$ cat src/rtl/gpu_collision_builder.sv
// Collision bitmap builder: buffers batches of rects, then sweeps every X and Y coordinate
// and writes one bit per rect. Optional macro GPU_COLLISION_HIDE_EN masks rects of HIDE_COLOR.
module gpu_collision_builder #(
  parameter int          COORD_WIDTH = 10,
  parameter int          BATCH_RECTS = 16,
  parameter int          BATCHES     = 4,
  parameter int          X_MAX       = 640,
  parameter int          Y_MAX       = 480,
  parameter logic [15:0] HIDE_COLOR  = 16'h0000,
  localparam int         BITMAP_W    = BATCH_RECTS * BATCHES
) (
  input  logic                   clk,
  input  logic                   reset,
  input  logic                   start,
  input  logic [15:0]            din,
  input  logic                   din_valid,
  output logic                   din_ready,
  output logic [1:0]             mem_sel,
  output logic [COORD_WIDTH-1:0] mem_raddr,
  input  logic [BITMAP_W-1:0]    mem_rdata,
  output logic                   mem_we,
  output logic [COORD_WIDTH-1:0] mem_waddr,
  output logic [BITMAP_W-1:0]    mem_wdata,
  output logic                   busy,
  output logic                   finish
);

  localparam int RW = (BATCH_RECTS > 1) ? $clog2(BATCH_RECTS) : 1;
  localparam int BW = (BATCHES > 1) ? $clog2(BATCHES) : 1;
  localparam logic [COORD_WIDTH:0] X_END  = (COORD_WIDTH+1)'(X_MAX);
  localparam logic [COORD_WIDTH:0] Y_END  = (COORD_WIDTH+1)'(Y_MAX);
  localparam logic [COORD_WIDTH:0] X_LAST = (COORD_WIDTH+1)'(X_MAX + 1);
  localparam logic [COORD_WIDTH:0] Y_LAST = (COORD_WIDTH+1)'(Y_MAX + 1);
  localparam logic [RW-1:0] RECT_LAST  = RW'(BATCH_RECTS - 1);
  localparam logic [BW-1:0] BATCH_LAST = BW'(BATCHES - 1);

  typedef enum logic [2:0] {IDLE, LOAD, SWEEP_X, SWEEP_Y, DONE} state_t;

  state_t                 state_q, state_d;
  logic [2:0]             field_q, field_d;
  logic [RW-1:0]          rect_q, rect_d;
  logic [BW-1:0]          batch_q, batch_d;
  logic [COORD_WIDTH:0]   cnt_q, cnt_d;

  logic [COORD_WIDTH-1:0] left_q   [BATCH_RECTS];
  logic [COORD_WIDTH:0]   right_q  [BATCH_RECTS];
  logic [COORD_WIDTH-1:0] top_q    [BATCH_RECTS];
  logic [COORD_WIDTH:0]   bottom_q [BATCH_RECTS];
  logic [BATCH_RECTS-1:0] hide_q;

  logic                   vld_p1, vld_p2;
  logic [COORD_WIDTH-1:0] addr_p1, addr_p2;
  logic [BITMAP_W-1:0]    wdata_p2;

  logic                   accept, color_we, sweeping, issue_p0;
  logic [COORD_WIDTH:0]   sweep_end;
  logic [COORD_WIDTH-1:0] color_addr;
  logic [BATCH_RECTS-1:0] rect_bits;
  logic [BITMAP_W-1:0]    new_bits, base_bits;

  function automatic logic in_span(input logic [COORD_WIDTH:0] c,
                                   input logic [COORD_WIDTH:0] lo,
                                   input logic [COORD_WIDTH:0] hi);
    return (c >= lo) && (c < hi);
  endfunction

  assign accept     = (state_q == LOAD) && din_valid;
  assign color_we   = accept && (field_q == 3'd4);
  assign sweeping   = (state_q == SWEEP_X) || (state_q == SWEEP_Y);
  assign sweep_end  = (state_q == SWEEP_Y) ? Y_END : X_END;
  assign issue_p0   = sweeping && (cnt_q < sweep_end);
  assign color_addr = COORD_WIDTH'(int'(batch_q) * BATCH_RECTS + int'(rect_q));

  always_comb begin
    state_d = state_q;
    field_d = field_q;
    rect_d  = rect_q;
    batch_d = batch_q;
    cnt_d   = cnt_q;
    case (state_q)
      IDLE: if (start) begin
        state_d = LOAD;
        field_d = '0;
        rect_d  = '0;
        batch_d = '0;
      end
      LOAD: if (din_valid) begin
        if (field_q == 3'd4) begin
          field_d = '0;
          if (rect_q == RECT_LAST) begin
            rect_d  = '0;
            cnt_d   = '0;
            state_d = SWEEP_X;
          end else begin
            rect_d = rect_q + 1'b1;
          end
        end else begin
          field_d = field_q + 3'd1;
        end
      end
      SWEEP_X: if (cnt_q == X_LAST) begin
        cnt_d   = '0;
        state_d = SWEEP_Y;
      end else begin
        cnt_d = cnt_q + 1'b1;
      end
      SWEEP_Y: if (cnt_q == Y_LAST) begin
        cnt_d = '0;
        if (batch_q == BATCH_LAST) begin
          batch_d = '0;
          state_d = DONE;
        end else begin
          batch_d = batch_q + 1'b1;
          state_d = LOAD;
        end
      end else begin
        cnt_d = cnt_q + 1'b1;
      end
      DONE:    state_d = IDLE;
      default: state_d = IDLE;
    endcase
  end

  always_ff @(posedge clk) begin
    if (reset) begin
      state_q <= IDLE;
      field_q <= '0;
      rect_q  <= '0;
      batch_q <= '0;
      cnt_q   <= '0;
    end else begin
      state_q <= state_d;
      field_q <= field_d;
      rect_q  <= rect_d;
      batch_q <= batch_d;
      cnt_q   <= cnt_d;
    end
  end

  // Rect capture: edges kept one bit wider so x+width never wraps
  always_ff @(posedge clk) begin
    if (accept) begin
      case (field_q)
        3'd0: left_q[rect_q]   <= din[COORD_WIDTH-1:0];
        3'd1: right_q[rect_q]  <= {1'b0, left_q[rect_q]} + {1'b0, din[COORD_WIDTH-1:0]};
        3'd2: top_q[rect_q]    <= din[COORD_WIDTH-1:0];
        3'd3: bottom_q[rect_q] <= {1'b0, top_q[rect_q]} + {1'b0, din[COORD_WIDTH-1:0]};
        default: ;
      endcase
    end
  end

`ifdef GPU_COLLISION_HIDE_EN
  always_ff @(posedge clk) begin
    if (color_we) hide_q[rect_q] <= (din == HIDE_COLOR);
  end
`else
  logic unused_hide_color;
  assign hide_q            = '0;
  assign unused_hide_color = ^HIDE_COLOR;
`endif

  // Stage p1: read data for addr_p1 is on mem_rdata; merge with this batch's span bits
  always_comb begin
    rect_bits = '0;
    for (int i = 0; i < BATCH_RECTS; i++) begin
      if (state_q == SWEEP_Y)
        rect_bits[i] = in_span({1'b0, addr_p1}, {1'b0, top_q[i]}, bottom_q[i]) & ~hide_q[i];
      else
        rect_bits[i] = in_span({1'b0, addr_p1}, {1'b0, left_q[i]}, right_q[i]) & ~hide_q[i];
    end
  end

  assign new_bits  = BITMAP_W'(rect_bits) << (int'(batch_q) * BATCH_RECTS);
  assign base_bits = (batch_q == '0) ? '0 : mem_rdata;

  always_ff @(posedge clk) begin
    if (reset) begin
      vld_p1 <= 1'b0;
      vld_p2 <= 1'b0;
    end else begin
      vld_p1 <= issue_p0;
      vld_p2 <= vld_p1;
    end
  end

  always_ff @(posedge clk) begin
    addr_p1  <= cnt_q[COORD_WIDTH-1:0];
    addr_p2  <= addr_p1;
    wdata_p2 <= base_bits | new_bits;
  end

  // Stage p2: bitmap write-back, two cycles after the read of the same address
  always_comb begin
    din_ready = (state_q == LOAD);
    busy      = (state_q != IDLE);
    finish    = (state_q == DONE);
    mem_sel   = 2'd0;
    if (state_q == LOAD)    mem_sel = 2'd2;
    if (state_q == SWEEP_Y) mem_sel = 2'd1;
    mem_raddr = issue_p0 ? cnt_q[COORD_WIDTH-1:0] : '0;
    mem_we    = 1'b0;
    mem_waddr = '0;
    mem_wdata = '0;
    if (color_we) begin
      mem_we    = 1'b1;
      mem_waddr = color_addr;
      mem_wdata = BITMAP_W'(din);
    end else if (sweeping && vld_p2) begin
      mem_we    = 1'b1;
      mem_waddr = addr_p2;
      mem_wdata = wdata_p2;
    end
  end

endmodule

$ cat config.mk
export PLATFORM = sky130hd
export DESIGN_NAME = gpu_collision_builder
export DESIGN_NICKNAME = d
export VERILOG_FILES = /design/src/rtl/gpu_collision_builder.sv
export SDC_FILE = /design/constraint.sdc
export NUM_CORES = 1
export LEC_CHECK = 0
export BUFFER_PORTS_ARGS = -buffer_cell sky130_fd_sc_hd__buf_2
export CAP_MARGIN = 20
export CORE_MARGIN = 5
export CORE_UTILIZATION = 40
export CTS_BUF_LIST = sky130_fd_sc_hd__clkbuf_4
export DETAILED_ROUTE_END_ITERATION = 10
export PLACE_DENSITY = 0.56
export SETUP_SLACK_MARGIN = 0.2
export SLEW_MARGIN = 20
export SYNTH_ARGS = -nofsm -noshare
export SYNTH_HDL_FRONTEND = slang
export SYNTH_SLANG_ARGS = --single-unit
$ cat constraint.sdc
create_clock -name clk -period 8.3 [get_ports clk]
set_input_delay 1.245 -clock clk [delete_from_list [all_inputs] [get_ports clk]]
set_output_delay 1.245 -clock clk [all_outputs]
set_load 0.02 [all_outputs]
After elaboration in Yosys (flattened, before gate mapping):

Memories as Yosys holds them, arrays and structs flattened. A register that Yosys moved wholly into a read port is not among the register bits.
Cells that the tools add are included.

* register bits after elaboration: 109
* latch bits: 0
* memory bits (writable): 672
* ROM bits: 0
* bits of input ports: 84
* output and inout port bits: 90
* memories: 4

Memories
* bottom_q: depth 16, bits a word 11, read ports 16, clocked after memory_dff 0, wr ports 1, RTL line 48 `logic [COORD_WIDTH:0] bottom_q [BATCH_RECTS];`
* right_q: depth 16, bits a word 11, read ports 16, clocked after memory_dff 0, wr ports 1, RTL line 46 `logic [COORD_WIDTH:0] right_q [BATCH_RECTS];`
* left_q: depth 16, bits a word 10, read ports 17, clocked after memory_dff 1, wr ports 1, RTL line 45 `logic [COORD_WIDTH-1:0] left_q [BATCH_RECTS];`
* top_q: depth 16, bits a word 10, read ports 17, clocked after memory_dff 1, wr ports 1, RTL line 47 `logic [COORD_WIDTH-1:0] top_q [BATCH_RECTS];`

* $add $sub $neg: 7
* multiply operators: 0
* div/mod/pow operators: 0
* $lt $le $gt $ge: 65
* equal/unequal tests: 18
* shift operators: 1
* muxes and demuxes: 70
* bitwise gates (word level): 1
* reduce and logical (&&, ||, !) cells: 49

Operators with widths (number)
* 10-bit by 11-bit < comparator with 1-bit output: 32
* 10-bit >= comparator: 32
* 64-bit 2-to-1 mux: 3
* 64-bit OR: 1
* 16-bit by 6-bit left shift with 64-bit output: 1
* 11-bit 2-to-1 mux: 5
* 10-bit 2-to-1 mux: 4
* 1-bit logical AND: 36
* 11-bit one-hot mux with 3 select lines: 1
* 4-bit 2-to-1 mux: 8
* 1-bit 2-to-1 mux: 30
* 3-bit 2-to-1 mux: 10
* 10-bit by 10-bit adder with 11-bit output: 2
* 3-bit by 2-bit equality test with 1-bit output (second input constant): 4
* 3-bit one-hot mux with 4 select lines: 1
* 11-bit by 1-bit adder with 11-bit output (second input constant): 1
* 11-bit by 10-bit equality test with 1-bit output (second input constant): 1
* 11-bit by 9-bit equality test with 1-bit output (second input constant): 1
* 11-bit by 10-bit < comparator with 1-bit output: 1
* 2-bit 2-to-1 mux: 5
* 4-bit one-hot mux with 2 select lines: 1
* 4-bit AND reduction: 2
* 6-bit by 4-bit adder with 7-bit output: 1
* 3-bit by 1-bit equality test with 1-bit output (second input constant): 2
* other kinds (17): 26

Logic depth before layout (Yosys ltp):

* depth after elaboration: 7
* gate-level depth with buffers: 15
* depth with buffers taken out: 12

Least setup slack after synthesis:

Ideal clock, no wire load.

* kind: register to register
* start point: register with a tool-made name
* end point: memory bottom_q[0][9] (netlist bit), data pin
* arrival: 3880 ps
* setup slack: 4123 ps
* stages on the path, launching flop included: 13
* period minus slack after synthesis: 4177 ps
* cells stage by stage: dfxtp_1 > clkbuf_1 > buf_1 > mux4_2 > mux4_2 > ha_1 > a21o_1 > a21oi_1 > o21ai_0 > or4_1 > a41o_1 > a21oi_1 > xnor2_1

RTL lines (RTL line)
* end: declaration: 48

Worst setup path in the final report:

* start point: register state_q[1]
* end point: output mem_raddr[1]

* longest elaborated chain between the ends: 5
* elaborated cells between the ends (all ways): 7
* classes of those cells: order compare: 1; eq/ne: 2; mux: 2; reduce/logical: 2

RTL lines
* start: declaration: RTL line 39 `state_t state_q, state_d;`
* start signal: assignment: RTL line 132 `state_q <= state_d;`
* 3-bit by 2-bit equality test with 1-bit output: RTL line 69, 70
* 10-bit 2-to-1 mux: RTL line 70 `assign sweep_end = (state_q == SWEEP_Y) ? Y_END : X_END;`
* 11-bit by 10-bit < comparator with 1-bit output: RTL line 71 `assign issue_p0 = sweeping && (cnt_q < sweep_end);`
* 1-bit logical AND (*): RTL line 71
* 10-bit 2-to-1 mux (*): RTL line 201 `mem_raddr = issue_p0 ? cnt_q[COORD_WIDTH-1:0] : '0;`
* end: declaration: RTL line 19 `output logic [COORD_WIDTH-1:0] mem_raddr,`

Every way passes the cells marked *; elsewhere a longest branch is shown, timed or not.

==> results.yml <==
outcome:
  run_status: "completed"
worst_setup_path:
  cp_max_fo: 54
  cp.required_ns: 7.05
  critPathLaunchType: "register"
  critPathCaptureType: "primary output"
  cp.arrival_ns: 4.69
  worstSetupPathType: "reg -> out"
placement:
  place_area_um2: 46300
  place.gp.congestion: 0.857
  portBuffers: 173
  hpwl_mm: 91.2
  place_inst: 5148
clocking:
  cts_tree: "done"
  hold_buffers: 0
  clkTransAtPathRegs_ns: 0.07
  cts_buffers: 213
  cts_setup_buffers: 0
  clockBufferDepth: 3
  root_buffer: "clkbuf_4"
  numClockSinks: 785
  post_cts_resized: 0
  clk_latency_ns: 1.13
  cts_max_level: 4
floorplan:
  core_um2: 107000
  die_area_um2: 115000
  fp-row-count: 120
  initial_core_util_pct: 40.3
  die_height_um: 339
  die_x_um: 339
  ios: 174
timing:
  setup_viol: 0
  maxClockFrequency_mhz: 169
  report.final.slew_viol_count: 0
  rsz0062_at_grt: "false"
  setup_tns_ns: 0
  period_share_pct: 71.5
  skew_ns: 0.0966
  slew_headroom_pct: 22.9
  tightest_slew_ns: 1.15
  min_period_ns: 5.93
  hold_violations: 0
global_route:
  grt_pass1_wl_mm: 190
  antenna_found_initial: 11
  grt_max_degree: 65
  track_usage_pct: 22.2
  overflow: 0
  first_global_vias: 29100
cells_and_area:
  nNetsFinal: 4691
  layout-drive-gt1-share_pct: 18.7
  fin_cells: 5549
  fin_area_um2: 49300
  areaGrowthSynthToFinish_pct: 13.9
power:
  power.static_leakage_nw: 22.8
  p_per_area_nw_per_um2: 205
  vdd_ir_drop_max_uv: 110
synth:
  seq_area_frac_synth_pct: 51.9
  synth_compound_area_share_pct: 10.3
  ys.warnings.count: 0
  synth_cells: 3567
  synth-adder-area-share_pct: 18.7
  synth_top_area_share_pct: 46.7
  synthTopCellsByArea: "edfxtp_1 (47%), ha_1 (19%), inv_1 (5.9%), dfxtp_1 (5.2%), mux4_2 (5.2%)"
  ys_types: 72
  syn_nets: 4297
  yosys.area_share.simple_pct: 6.76
  synth_flop_cell: "edfxtp_1"
  synth_top_area_cell: "edfxtp_1"
  muxShareOfSynthArea_pct: 5.23
  syn_area_um2: 43300
  synth_edf_count: 672
  syn_area_per_cell_um2: 12.1
  synthXorXnorAreaFrac_pct: 0.486
  async_flop_share_pct: 0
  synth_top_family_by_area: "adder cells"
  synth.ff_latch_count: 785
drt:
  first_pass_iters: 6
  drt_iter0_markers: 2347
  vias_per_cell: 5.35
  detail-route-antenna-nets: 0
  routed_wl_mm: 129
  dr_total_vias: 29700
  routedWlPerCell_um: 23.3
  drc: 0
min_path:
  hp-class: "in -> reg"
flow_run:
  drv_cap: 0
==> registers in the layout, indices dropped and copies added, names as in the netlist, named ones only <==
register / flops
bottom_q: 176
right_q: 176
left_q: 160
top_q: 160
wdata_p2: 64
cnt_q: 11
addr_p1: 10
addr_p2: 10
rect_q: 4
field_q: 3
state_q: 3
batch_q: 2
vld_p1: 1
vld_p2: 1
==> cell usage after synthesis, drive strengths merged (4+ instances only) <==
cell type    n
a21boi       5
clkbuf      51
nor3        14
and3        62
ha         644
o221a        4
a41o         5
edfxtp     672
inv        686
nor2b       26
xnor2       17
nand3       42
a21oi      199
a21o        86
o2111ai     16
and4b       10
a211o       12
buf         16
o31ai        8
and4         7
o21ai      144
a211oi      38
o211ai       5
nor3b       13
o221ai      11
a22o        22
dfxtp      113
o32ai        5
xor2         7
o21bai      10
o21a        10
a2111oi      9
nor2       146
a31oi       39
o211a        4
a221o        4
nand2      120
mux4       100
and2        15
nand4b      17
nand4       26
o22ai       48
nand2b      48
==> worst paths after layout <==
kind	start	to	slack (ns)	cells after the start
setup / recovery	state_q[1]	mem_raddr[1]	2.37	10
hold / removal	mem_rdata[38]	wdata_p2[38]	0.39	3
setup reg to reg	register	right_q[12][10]	3.18	13
hold reg to reg	cnt_q[1]	addr_p1[1]	0.51	0
==> final cells by class <==
class	instances	area [um2]
timing repair buffer	246	1410
clock buffer	352	2640
tap	1403	1760
multi-input combinational	2029	18100
sequential	785	22500
clock inverter	43	268
inverter	686	2570
fill	9940	57900
antenna	5	12.5
==> report_power, final <==
part	internal, mW	switching, mW	leakage [nW]	total [mW]
registers	4.64	0.103	6.96	4.74
clock network	2.00	1.68	1.75	3.67
logic	0.576	1.10	14.1	1.67
total	7.21	2.88	22.8	10.1
==> cell families after synthesis <==
family                   Yosys count
buffers and inverters            753
XOR/XNOR                          24
AO/OA/AOI/OAI                    699
adder cells (fa/ha/maj)          646
flip-flops                       785
AND/OR/NAND/NOR                  559
multiplexers                     101
==> cell usage in the layout, fill, tap and decap left out, types with 16 or more instances in the layout <==
master       n
inv_1      685
edfxtp_1   672
ha_1       643
clkbuf_4   352
a21oi_1    199
buf_2      173
o21ai_0    144
nor2_1     125
nand2_1    118
dfxtp_1    102
mux4_2     100
a21o_1      86
buf_4       73
and3_1      62
nand2b_1    48
o22ai_1     48
nand3_1     42
a211oi_1    38
a31oi_1     38
clkinv_1    28
nor2b_1     26
nand4_1     25
a22o_1      22
nor2_2      21
nand4b_1    17
o2111ai_1   16
==> layer usage <==
layer | wire (um) | up-vias | part of all wire [%] | global-route usage, %
met5 | 31 | - | 0.024 | 0
met4 | 4260 | 4 | 3.3 | 8.18
met3 | 8410 | 209 | 6.5 | 4.48
met2 | 58000 | 922 | 45 | 34.5
met1 | 58500 | 14600 | 45 | 30.8
li1 | - | 14000 | - | -
==> per-stage QoR <==
step                      utilization, %  worst slack, ns  hold slack, ns  power, mW
after floorplan                        -             4.12           0.356       5.70
after global placement              43.1             3.28           0.508       6.48
after detailed placement            43.2             3.11           0.494       6.51
after CTS                           45.9             2.13           0.242       10.2
after global routing                45.9             1.96           0.308       10.5
final                               46.0             2.37           0.386       10.1
==> worst max-delay path: stages (launching register included) <==
cell       delay (ns)
dfxtp_1          0.55
and2b_1          0.18
buf_4            0.42
nand2_2          0.46
ha_1             0.42
o21ai_0          0.07
nand2b_1         0.08
a31o_2           0.26
a2111oi_4        0.78
and2_1           0.23
buf_2            0.16
Power figures use the tool's default switching activity.
